## config.mk

```make
export PLATFORM = sky130hd
export DESIGN_NAME = ff_sync_bank
export DESIGN_NICKNAME = d
export VERILOG_FILES = /design/src/rtl/ff_sync_bank.sv
export SDC_FILE = /design/constraint.sdc
export NUM_CORES = 1
export LEC_CHECK = 0
export ABC_CLOCK_PERIOD_IN_PS = 850
export CAP_MARGIN = 20
export CELL_PAD_IN_SITES_DETAIL_PLACEMENT = 1
export CELL_PAD_IN_SITES_GLOBAL_PLACEMENT = 1
export CORE_MARGIN = 8
export CORE_UTILIZATION = 36
export DETAILED_ROUTE_END_ITERATION = 8
export GPL_TIMING_DRIVEN = 1
export HOLD_SLACK_MARGIN = 0.12
export MAX_ROUTING_LAYER = met4
export PLACE_DENSITY = 0.84
export SLEW_MARGIN = 15
export SYNTH_ARGS = -nofsm -noshare
export SYNTH_HDL_FRONTEND = slang
export SYNTH_SLANG_ARGS = --single-unit
```

## constraint.sdc

```tcl
create_clock -name clk_b -period 0.85 [get_ports clk_b]
set_input_delay 0.1275 -clock clk_b [delete_from_list [all_inputs] [get_ports clk_b]]
set_output_delay 0.1275 -clock clk_b [all_outputs]
set_load 0.01 [all_outputs]
```

## src/rtl/ff_sync_bank.sv

```systemverilog
// Multi-channel synchroniser into the clk_b domain with clean level and rise/fall pulses.
// Define FF_SYNC_FILTER_EN to compile in the per-channel stability filter.
module ff_sync_bank #(
  parameter int unsigned      WIDTH      = 4,
  parameter int unsigned      STAGES     = 2,
  parameter int unsigned      FILTER_CNT = 4,
  parameter logic [WIDTH-1:0] RESET_VAL  = '0
) (
  input  logic             clk_b,
  input  logic             rst_b,
  input  logic [WIDTH-1:0] sig_a,
  output logic [WIDTH-1:0] sig_b,
  output logic [WIDTH-1:0] rise_b,
  output logic [WIDTH-1:0] fall_b
);

  // Elaboration-time parameter sanity
  if (WIDTH < 1 || STAGES < 2 || FILTER_CNT < 1) begin : g_bad_param
    $error("ff_sync_bank: WIDTH>=1, STAGES>=2, FILTER_CNT>=1 required");
  end

  logic [STAGES-1:0][WIDTH-1:0] sync;
  logic [WIDTH-1:0]             s;
  logic [WIDTH-1:0]             next_sig_b;

  // Pure flop chain, nothing between stages
  always_ff @(posedge clk_b) begin
    if (rst_b) begin
      sync <= {STAGES{RESET_VAL}};
    end else begin
      sync[0] <= sig_a;
      for (int unsigned n = 1; n < STAGES; n++) begin
        sync[n] <= sync[n-1];
      end
    end
  end

  assign s = sync[STAGES-1];

`ifdef FF_SYNC_FILTER_EN
  localparam int unsigned CNT_W = $clog2(FILTER_CNT + 1);
  localparam logic [CNT_W-1:0] CNT_LAST = CNT_W'(FILTER_CNT - 1);

  logic [WIDTH-1:0][CNT_W-1:0] cnt;
  logic [WIDTH-1:0][CNT_W-1:0] cnt_nxt;

  // Any cycle where s agrees with sig_b discards the pending count
  always_comb begin
    next_sig_b = sig_b;
    cnt_nxt    = cnt;
    for (int unsigned i = 0; i < WIDTH; i++) begin
      if (s[i] == sig_b[i]) begin
        cnt_nxt[i] = '0;
      end else if (cnt[i] == CNT_LAST) begin
        next_sig_b[i] = s[i];
        cnt_nxt[i]    = '0;
      end else begin
        cnt_nxt[i] = cnt[i] + CNT_W'(1);
      end
    end
  end

  always_ff @(posedge clk_b) begin
    if (rst_b) begin
      cnt <= '0;
    end else begin
      cnt <= cnt_nxt;
    end
  end
`else
  always_comb begin
    next_sig_b = s;
  end
`endif

  // Level and edge pulses update on the same edge
  always_ff @(posedge clk_b) begin
    if (rst_b) begin
      sig_b  <= RESET_VAL;
      rise_b <= '0;
      fall_b <= '0;
    end else begin
      sig_b  <= next_sig_b;
      rise_b <= ~sig_b & next_sig_b;
      fall_b <= sig_b & ~next_sig_b;
    end
  end

endmodule

```

==> results <==
- The flow ran to the end, but the final reports show violations.
- The checks that failed: negative setup slack.
- Global routing finished with a remaining overflow of 0.
- Of the total power, combinational logic draws 6.7%.
- The die width is between 50 and 60 um.
- The internal portion of the total power is about 1300 uW.
- After detailed routing, the number of vias per cell comes to 4.482.
- For this block, the via count after detailed routing is roughly 370.
- In this run the worst path has a maximum fanout of 2.
- The via count of the first global-routing pass is between 400 and 500.
- In the post-route analysis, the smallest setup slack over all paths is -0.02758 ns.
- The number of slew-limit violations in the final report is 0.
- The weighted congestion reported at the end of routability-driven placement is about 0.6.
- The initial cell density of the core is 38.83%.
- In the routed design, unresolved DRC markers number 0.
- The height of the die is between 50 and 60 um.
- The HPWL reported at the end of detailed placement is 775.7 um.
- The net count of the finished layout is between 70 and 80.
- Row generation in the floorplan step produced 14 rows.
- Clock-pin slew was measured on the worst setup and hold paths at 0.10 ns.
- The synthesized cell area is 591.8 um2.
- The synthesized flop and latch total is 20.
- The proportion of layout cells with a drive suffix above 1 is a little under three fifths.
- The number of fillers in the final layout is between 150 and 200.
- The final design instance area without fill is roughly 850 um2.
- The wire length per cell is 12.53 um.
- The global-route wire length before repair is between 1500 and 2000 um.
- The category of the critical setup timing path is reg2out.
- The post-placement worst setup slack is -0.1497 ns.
- Setup repair after global routing could not meet its margin everywhere.
- Clock latency on the worst-skew pair, taken at its later pin, is approximately 0.29 ns.
- CTS built an H-tree with a depth of 1.
- The total wirelength of the detailed-routed design is 1040 um.
- The library cell used as clock root buffer is clkbuf_4.
- The initial antenna violation count is 0.
- The number of antenna diodes in the final layout is 0.
- The dominant delay contributor by cell family on the critical path is flip-flops.
- The Yosys step of the flow raised 0 warnings.
- The number of hold-slack violations in the final timing report came to 0.
- In this run, the clock network consumes about 33% of the power.
- The analysis attributes to cell leakage a power of around 0.00037 uW.
- The number of buffers inserted by post-CTS setup repair is 0.
- Across every metal layer, demand over resource in global routing totals 7.499%.
- The type of the tightest min-delay check is in2reg.
- Counting I/O delays and the setup requirement, the final critical path takes approximately 0.88 ns.
- The fmax is ~1100 MHz.
- The TritonCTS clock tree is done.
- The sequential group share of total power is between 60% and 70%.
- IR analysis of the VDD net gives a maximum drop of 0.001269 V.
- The growth of design area from synthesis to finish is 43.13%.
- The library cells used most frequently in the layout, excluding fill and tap cells, are 12 x nor2b_1, 12 x dfxtp_1, 8 x nor3b_2, 8 x dfxtp_2, 8 x buf_6.
- In this run the cell area measured after placement is approximately 810 um2.
- The worst setup path is launched from a flop.
- For the pin with the worst max-slew slack, the measured transition is approximately 0.13 ns.
- For this block, the initial DRC count from the detailed router was 1.
- Dividing the final minimum period by the clock period gives 103.2%.
- Final hold analysis gives a worst-case slack of between 0.3 and 0.4 ns.
- When the netlist entered floorplanning its net count stood at between 40 and 50.
- The max-capacitance violation count is 0.
- In this run, distinct cell masters in the synthesized netlist total 5.
- The endpoint kind of the worst setup timing path is an output pin.
- The total I/O pin count is 18.
- The region available for standard cell placement spans 1524 um2.
- The mean area per synthesized cell is between 10 and 15 um2.
- The number of routed nets with antenna violations is 0.
- The die covers approximately 3200 um2.
- For this run, the slowest stage of the critical path takes between 0.3 and 0.4 ns.
- The number of buffers inserted by port buffering is 17.
- The worst setup skew after layout is between 0.001 and 0.0015 ns.
- Walking the worst path, the cells encountered are buf_6.
- Net switching is 20.18% of the power.
- Data on the critical path is required at its endpoint by between 0.7 and 0.8 ns.
- The worst relative slew slack is 91.21%.
- For this design the total switching power over the nets is about 330 uW.
- The largest net degree at the start of global routing is 12.
- For the worst setup path, the data arrival time is 0.75 ns.
- The utilization of the core after routing is between 50% and 60%.
- The maximum buffer depth of the clock tree is 2.
- The setup violation total in the final timing report is 12.
- The setup total negative slack is -0.1745 ns.
- After technology mapping, the gate count stands at 42.
- The slowest stage of the critical path belongs to the cell dfxtp_2.
- Counting every sink on the clock net gives 20.
- The sequential share of the synthesized area is between 60% and 70%.
- The number of buffers and inverters on the critical path is 1.
- The number of buffers added by the clock tree synthesis step is 3.
- The first-pass iteration count of the detailed router is 2.
- For this design the ratio of total power to cell area is 1922 nW/um2.
[metrics by stage]
stage                     power [uW]  cells
final                           1628     83
after global routing            1706     83
after CTS                       1655     83
after detailed placement        1116     79
after global placement          1111     79
after floorplan                 1050     42
[power groups by stage]
stage,Combinational [uW],Clock (uW),Sequential [uW]
after floorplan,43.2,0,1010
after global placement,111,0,1000
after detailed placement,114,0,1000
after CTS,109,562,983
after global routing,120,597,989
final,110,535,984
[path summary, 6_finish.rpt]
kind	from	endpoint	slack, ns	cells after the start
max	sig_b[0]	sig_b[0]	-0.03	1
min	sig_a[2]	sync[2]	0.37	2
min reg2reg	sync[2]	next_sig_b[2]	0.45	1
max reg2reg	sig_b[3]	fall_b[3]	0.13	2
[timing repair]
| action | CTS | global route |
|---|---|---|
| hold buffers | 0 | 0 |
| setup endpoints to repair | 12 | 12 |
| gates resized for setup | 58 | 6 |
[synth_stat cells, drive strengths merged]
| library cell | n | area [um2] |
|---|---|---|
| dfxtp | 20 | 400.4 |
| buf | 2 | 16.26 |
| nor3b | 8 | 100.1 |
| nor2b | 12 | 75.07 |
[cell families after synthesis]
group	count (synthesis)	synth area share [%]
flip-flops	20	67.65
AND/OR/NAND/NOR	20	29.60
buffers and inverters	2	2.747
[sequential cells by signal (all words and copies together) (netlist names)]
| signal | flops |
|---|---|
| fall_b | 4 |
| sig_b | 4 |
| next_sig_b | 4 |
| sync | 4 |
| rise_b | 4 |
[cell type report]
cell class	count	area [um2]	area share, %
Multi-Input combinational cell	20	175.2	20.68
Clock buffer	4	36.28	4.284
Timing Repair Buffer	23	205.2	24.22
Sequential cell	20	410.4	48.45
Tap cell	16	20.02	2.363
[metal layers]
| layer | GRT usage, % | vias up | share of wire [%] |
|---|---|---|---|
| li1 | - | 184 | - |
| met1 | 7.115 | 169 | 40 |
| met2 | 12.23 | 14 | 50 |
| met3 | 2.921 | 5 | 6.8 |
| met4 | 5.155 | 0 | 2.8 |
| met5 | - | - | 0 |
No activity file was read; power rests on OpenSTA's default activity.
